## src/rtl/rename_pkg.sv

```systemverilog
// Shared rename-stage types and default sizing for the register alias table.
package rename_pkg;
  localparam int ARCH_REGS_D = 32;
  localparam int PHYS_REGS_D = 64;
  localparam int DW_D        = 2;
  localparam int WB_D        = 4;
  localparam int NCKPT_D     = 4;

  typedef logic [$clog2(PHYS_REGS_D)-1:0] phys_tag_t;
  typedef logic [$clog2(ARCH_REGS_D)-1:0] arch_idx_t;
  typedef logic [$clog2(NCKPT_D)-1:0]     ckpt_id_t;
  typedef struct packed { phys_tag_t phys; } map_entry_t;
endpackage

```

## src/rtl/rat_ckpt_store.sv

```systemverilog
// Circular queue of full-map branch checkpoints with head/tail/count bookkeeping.
module rat_ckpt_store
  import rename_pkg::*;
#(
  parameter int ARCH_REGS = ARCH_REGS_D,
  parameter int PHYS_REGS = PHYS_REGS_D,
  parameter int NUM_CKPT  = NCKPT_D,
  localparam int PW = $clog2(PHYS_REGS),
  localparam int CW = $clog2(NUM_CKPT)
) (
  input  logic                          clock,
  input  logic                          reset,
  input  logic                          i_flush,
  input  logic                          i_wr_en,
  input  logic [ARCH_REGS-1:0][PW-1:0]  i_wr_map,
  input  logic                          i_commit,
  input  logic                          i_restore,
  input  logic [CW-1:0]                 i_restore_id,
  output logic [ARCH_REGS-1:0][PW-1:0]  o_rd_map,
  output logic [CW-1:0]                 o_tail,
  output logic [CW:0]                   o_count
);
  logic [NUM_CKPT-1:0][ARCH_REGS-1:0][PW-1:0] r_ckpt;
  logic [CW-1:0] r_head, r_tail;
  logic [CW:0]   r_count;
  logic          w_commit;
  logic [CW:0]   w_span;

  assign w_commit = i_commit && (r_count != '0);
  // Live entries from the current head through the restored id, inclusive.
  assign w_span   = {1'b0, i_restore_id - r_head} + (CW+1)'(1);
  assign o_rd_map = r_ckpt[i_restore_id];
  assign o_tail   = r_tail;
  assign o_count  = r_count;

  always_ff @(posedge clock) begin
    if (reset || i_flush) begin
      r_head  <= '0;
      r_tail  <= '0;
      r_count <= '0;
    end else if (i_restore) begin
      r_tail  <= i_restore_id + CW'(1);
      r_head  <= r_head + CW'(w_commit);
      r_count <= w_span - (CW+1)'(w_commit);
    end else begin
      if (i_wr_en) r_tail <= r_tail + CW'(1);
      r_head  <= r_head + CW'(w_commit);
      r_count <= r_count + (CW+1)'(i_wr_en) - (CW+1)'(w_commit);
    end
  end

  always_ff @(posedge clock) begin
    if (i_wr_en) r_ckpt[r_tail] <= i_wr_map;
  end
endmodule

```

## src/rtl/rat_ckpt.sv

```systemverilog
// Superscalar rename map with intra-group bypass, per-tag ready bits and internal branch checkpoints.
module rat_ckpt
  import rename_pkg::*;
#(
  parameter int ARCH_REGS      = ARCH_REGS_D,
  parameter int PHYS_REGS      = PHYS_REGS_D,
  parameter int DISPATCH_WIDTH = DW_D,
  parameter int WB_WIDTH       = WB_D,
  parameter int NUM_CKPT       = NCKPT_D,
  localparam int AW = $clog2(ARCH_REGS),
  localparam int PW = $clog2(PHYS_REGS),
  localparam int CW = $clog2(NUM_CKPT),
  localparam int DW = DISPATCH_WIDTH
) (
  input  logic                         clock,
  input  logic                         reset,
  input  logic [DW-1:0][AW-1:0]        rs1_arch_i,
  input  logic [DW-1:0][AW-1:0]        rs2_arch_i,
  output logic [DW-1:0][PW-1:0]        rs1_phys_o,
  output logic [DW-1:0][PW-1:0]        rs2_phys_o,
  output logic [DW-1:0]                rs1_ready_o,
  output logic [DW-1:0]                rs2_ready_o,
  input  logic [DW-1:0]                disp_valid_i,
  input  logic [DW-1:0][AW-1:0]        disp_arch_i,
  input  logic [DW-1:0][PW-1:0]        disp_new_phys_i,
  output logic [DW-1:0][PW-1:0]        disp_old_phys_o,
  input  logic [DW-1:0]                is_branch_i,
  output logic [CW-1:0]                ckpt_id_o,
  output logic                         stall_o,
  input  logic [WB_WIDTH-1:0]          wb_valid_i,
  input  logic [WB_WIDTH-1:0][PW-1:0]  wb_phys_i,
  input  logic                         br_commit_i,
  input  logic                         br_mispredict_i,
  input  logic [CW-1:0]                br_ckpt_id_i,
  input  logic                         flush_i,
  output logic [CW:0]                  ckpt_count_o
);
  logic [ARCH_REGS-1:0][PW-1:0] r_map, w_next_map, w_ckpt_map, w_rd_map;
  logic [PHYS_REGS-1:0]         r_ready, w_next_ready;
  logic [DW-1:0]                w_br;
  logic                         w_do_disp, w_ckpt_wr;

  function automatic logic wb_hit(input logic [PW-1:0] t,
                                  input logic [WB_WIDTH-1:0] v,
                                  input logic [WB_WIDTH-1:0][PW-1:0] p);
    wb_hit = 1'b0;
    for (int w = 0; w < WB_WIDTH; w++)
      if (v[w] && p[w] == t) wb_hit = 1'b1;
  endfunction

  assign w_br      = is_branch_i & disp_valid_i;
  assign stall_o   = (|w_br) && (ckpt_count_o == (CW+1)'(NUM_CKPT));
  assign w_do_disp = !stall_o && !br_mispredict_i && !flush_i;
  assign w_ckpt_wr = w_do_disp && (|w_br);

  // Older slots bypass their new tags to younger slots; the last match is the youngest.
  for (genvar k = 0; k < DW; k++) begin : g_slot
    logic [PW-1:0] w_p1, w_p2, w_old;
    logic          w_r1, w_r2;
    always_comb begin
      w_p1  = r_map[rs1_arch_i[k]];
      w_p2  = r_map[rs2_arch_i[k]];
      w_old = r_map[disp_arch_i[k]];
      w_r1  = r_ready[w_p1] | wb_hit(w_p1, wb_valid_i, wb_phys_i);
      w_r2  = r_ready[w_p2] | wb_hit(w_p2, wb_valid_i, wb_phys_i);
      for (int j = 0; j < k; j++) begin
        if (disp_valid_i[j] && disp_arch_i[j] == rs1_arch_i[k]) begin
          w_p1 = disp_new_phys_i[j];
          w_r1 = 1'b0;
        end
        if (disp_valid_i[j] && disp_arch_i[j] == rs2_arch_i[k]) begin
          w_p2 = disp_new_phys_i[j];
          w_r2 = 1'b0;
        end
        if (disp_valid_i[j] && disp_arch_i[j] == disp_arch_i[k])
          w_old = disp_new_phys_i[j];
      end
      if (rs1_arch_i[k] == '0) begin
        w_p1 = '0;
        w_r1 = 1'b1;
      end
      if (rs2_arch_i[k] == '0) begin
        w_p2 = '0;
        w_r2 = 1'b1;
      end
      if (disp_arch_i[k] == '0) w_old = '0;
    end
    assign rs1_phys_o[k]      = w_p1;
    assign rs2_phys_o[k]      = w_p2;
    assign rs1_ready_o[k]     = w_r1;
    assign rs2_ready_o[k]     = w_r2;
    assign disp_old_phys_o[k] = w_old;
  end

  // Checkpoint snapshot is the map after the branch slot's own rename.
  always_comb begin
    w_next_map = r_map;
    w_ckpt_map = r_map;
    for (int k = 0; k < DW; k++) begin
      if (disp_valid_i[k] && disp_arch_i[k] != '0)
        w_next_map[disp_arch_i[k]] = disp_new_phys_i[k];
      if (w_br[k]) w_ckpt_map = w_next_map;
    end
  end

  always_comb begin
    w_next_ready = r_ready;
    for (int w = 0; w < WB_WIDTH; w++)
      if (wb_valid_i[w]) w_next_ready[wb_phys_i[w]] = 1'b1;
    if (w_do_disp)
      for (int k = 0; k < DW; k++)
        if (disp_valid_i[k] && disp_arch_i[k] != '0)
          w_next_ready[disp_new_phys_i[k]] = 1'b0;
  end

  always_ff @(posedge clock) begin
    if (reset || flush_i) begin
      for (int i = 0; i < ARCH_REGS; i++) r_map[i] <= PW'(i);
      r_ready <= '1;
    end else begin
      if (br_mispredict_i) r_map <= w_rd_map;
      else if (w_do_disp)  r_map <= w_next_map;
      r_ready <= w_next_ready;
    end
  end

  rat_ckpt_store #(
    .ARCH_REGS (ARCH_REGS),
    .PHYS_REGS (PHYS_REGS),
    .NUM_CKPT  (NUM_CKPT)
  ) u_store (
    .clock        (clock),
    .reset        (reset),
    .i_flush      (flush_i),
    .i_wr_en      (w_ckpt_wr),
    .i_wr_map     (w_ckpt_map),
    .i_commit     (br_commit_i),
    .i_restore    (br_mispredict_i && !flush_i),
    .i_restore_id (br_ckpt_id_i),
    .o_rd_map     (w_rd_map),
    .o_tail       (ckpt_id_o),
    .o_count      (ckpt_count_o)
  );
endmodule

```

## config.mk

```make
export PLATFORM = sky130hd
export DESIGN_NAME = rat_ckpt
export DESIGN_NICKNAME = d
export VERILOG_FILES = /design/src/rtl/rename_pkg.sv /design/src/rtl/rat_ckpt_store.sv /design/src/rtl/rat_ckpt.sv
export SDC_FILE = /design/constraint.sdc
export NUM_CORES = 2
export LEC_CHECK = 0
export CORE_ASPECT_RATIO = 0.6
export CORE_MARGIN = 5
export CORE_UTILIZATION = 50
export DETAILED_ROUTE_END_ITERATION = 7
export MAX_ROUTING_LAYER = met4
export PLACE_DENSITY = 0.69
export SLEW_MARGIN = 20
export SYNTH_ARGS = -nofsm -noshare
export SYNTH_HDL_FRONTEND = slang
export SYNTH_HIERARCHICAL = 1
export SYNTH_SLANG_ARGS = --single-unit
```

## constraint.sdc

```tcl
create_clock -name clock -period 19.75 [get_ports clock]
set_input_delay 2.9625 -clock clock [delete_from_list [all_inputs] [get_ports clock]]
set_output_delay 2.9625 -clock clock [all_outputs]
set_load 0.05 [all_outputs]
```

==> flow_summary.ini <==
[placement]
io_buffers = 126
pre_cts_slack_ns = 9.110
place.gp.congestion = 1.109
place_hpwl_mm = 172.7

[clock_tree]
post_cts_resized = 0
h-tree-depth = 3
path_clk_slew_ns = 0.07
cts_buffer_depth = 3
cts_root_buffer = clkbuf_16
postCtsSetupBuffers = 0
cts_buffers = 95
clk_latency_ns = 0.75
cts_tree = built
clock_sinks = 1031
hold_buffers = 0

[yosys]
yosysWarnings = 6
yosysMostFrequentCell = edfxtp_1
yosys_register_bits = 1031
ys_types = 75
netlist.top_cell.by_area = edfxtp_1
yosysSeqAreaShare = 0.4584
syn_nets = 5237
synthArstFlopShare = 0
synthCells = 5151
synthFlopType = edfxtp_1
synth.area.top_cells = edfxtp_1 (37%), mux4_2 (19%), mux2i_1 (8.8%)
yosys.area.top_type_share = 0.3732
synth_common_cells = edfxtp_1 (768), a21oi_1 (549), mux2i_1 (545)
netlist_area_um2 = 61800
synth_edf_count = 768
avgSynthCellArea_um2 = 12.00

[grt]
grt_pass1_wl_mm = 358.5
grt_pass1_vias = 46050
gr-total-overflow = 0
grt_max_degree = 169
antenna_found_initial = 27
gr-usage-all-layers = 0.3943

[power_and_ir_drop]
p_total_mw = 5.264
power.density_nw_per_um2 = 77.86
cellLeakagePower_nw = 21.87
ir_worst_vdd_v = 0.00008621

[final_layout]
syn_to_final_growth_pct = 9.394
drive_above_1_share = 0.1816
layout.nets = 5130

[drt]
drt_iter0_drc = 10080
drc_errors = 3
routedWlPerCell_um = 38.01
viasPerCell = 7.553
num_vias = 51290
antenna_left = 0
first_pass_iters = 8
wl_mm = 258.1

[status]
violations = DRC
status = complete, but fails checks

[setup_path]
critPathRequiredTime_ns = 16.79
cp_max_fo = 37
cp.arrival_ns = 7.76
start_kind = input pin
critPathCaptureType = primary output
critical_path_class = in -> out

[sta]
hold_viol = 0
period_share = 0.5428
tightestPinTransition_ns = 1.272
relSlewSlack = 0.1502
skew_ns = 0.02676
finalSetupViolations = 0
rsz0062_at_grt = no
finalSetupTns_ns = 0
fmax_mhz = 93.28
drv_slew = 0
post-route-min-period_ns = 10.72
setup_slack_ns = 9.029

[die]
fp.dieW_um = 463.9
fp.dieH_um = 282.3
io_pins = 127
die_area_um2 = 131000
start_util = 0.5060
core_um2 = 122100
rows = 99

[run]
max-cap-violations = 0

[min_path]
hold_class = reg -> reg
-- per-layer routing --
metal  GRT usage  share of wire
met1      0.5525           0.39
met2      0.4614           0.37
met3      0.2439           0.21
met4      0.1110          0.034
met5           -              0
-- final cells by class --
type                    instances  area (um^2)
inverters                      17        63.81
flip-flops and latches       1031        28330
diodes                         48        120.1
well taps                    1616         2022
multi-input cells            3610        31370
clock inverters                43        591.8
repair buffers                289         2449
fillers                     10080        54530
clock buffers                 137         2666
-- logic make-up after synthesis --
group           Yosys count  share of synthesized area
simple gates           1285                    0.08933
fa+ha+maj                 5                   0.001134
flops                  1031                     0.4584
buf+inv                 510                    0.03778
xor+xnor                118                    0.01672
mux                    1080                     0.2808
compound gates         1122                     0.1158
-- where the power goes --
| part | switching [mW] | total [mW] | internal [mW] |
|---|---|---|---|
| combinational | 0.561 | 0.861 | 0.300 |
| clock | 0.872 | 1.97 | 1.09 |
| sequential | 0.0685 | 2.44 | 2.37 |
-- metrics by stage --
step / cells / util / area (um^2) / hold slack [ns]
6_report: 6791 / 0.5535 / 67600 / 0.4873
5_1_grt: 6783 / 0.5534 / 67580 / 0.5140
4_1_cts: 6743 / 0.5519 / 67410 / 0.4880
3_5_place_dp: 6563 / 0.5253 / 64150 / 0.4705
3_3_place_gp: 6563 / 0.5250 / 64120 / 0.4658
2_1_floorplan: 5151 / - / 61800 / 0.4987
-- final timing paths --
path / from / endpoint / slack (ns) / depth (start not counted)
max: rs2_arch_i[2] / rs2_ready_o[0] / 9.03 / 14
min reg2reg: r_map[66] / r_map[66] / 0.49 / 2
min: r_map[66] / r_map[66] / 0.49 / 2
max reg2reg: u_store/o_count[1] / u_store/r_ckpt[718] / 13.89 / 9
-- registers in the layout, indices dropped and copies added, names as in the netlist --
name and count:
u_store/r_ckpt 768, r_map 192, r_ready 64, u_store/o_count 3, u_store/o_tail 2, u_store/r_head 2
-- cell usage in the layout, fill, tap and decap left out, types with 31 or more instances in the layout --
master	synthesis	final
a21oi_1	549	549
a221o_1	67	67
a22oi_1	245	245
buf_4	24	166
clkbuf_16	0	96
clkdlybuf4s50_1	0	97
dfxtp_1	263	263
diode_2	0	48
edfxtp_1	768	768
mux2i_1	545	545
mux4_2	511	511
nand2_1	467	465
nand3_1	54	54
nand4_1	31	31
nor2_1	524	517
nor3_1	49	32
o21ai_0	55	55
o221ai_1	39	39
o22ai_1	60	60
xnor2_1	56	56
xor2_1	62	62
-- critical path: stages --
cell             delay (ns)
clkdlybuf4s50_1        0.47
buf_4                  0.39
mux4_2                 0.55
mux4_2                 0.48
and2_1                 0.20
a311oi_4               0.21
buf_4                  0.55
mux2i_1                0.16
a22oi_1                0.24
nand2_1                0.07
o211ai_1               0.24
o211ai_1               0.17
o2111ai_2              0.16
clkdlybuf4s50_1        0.84
No activity file was read; power rests on OpenSTA's default activity.
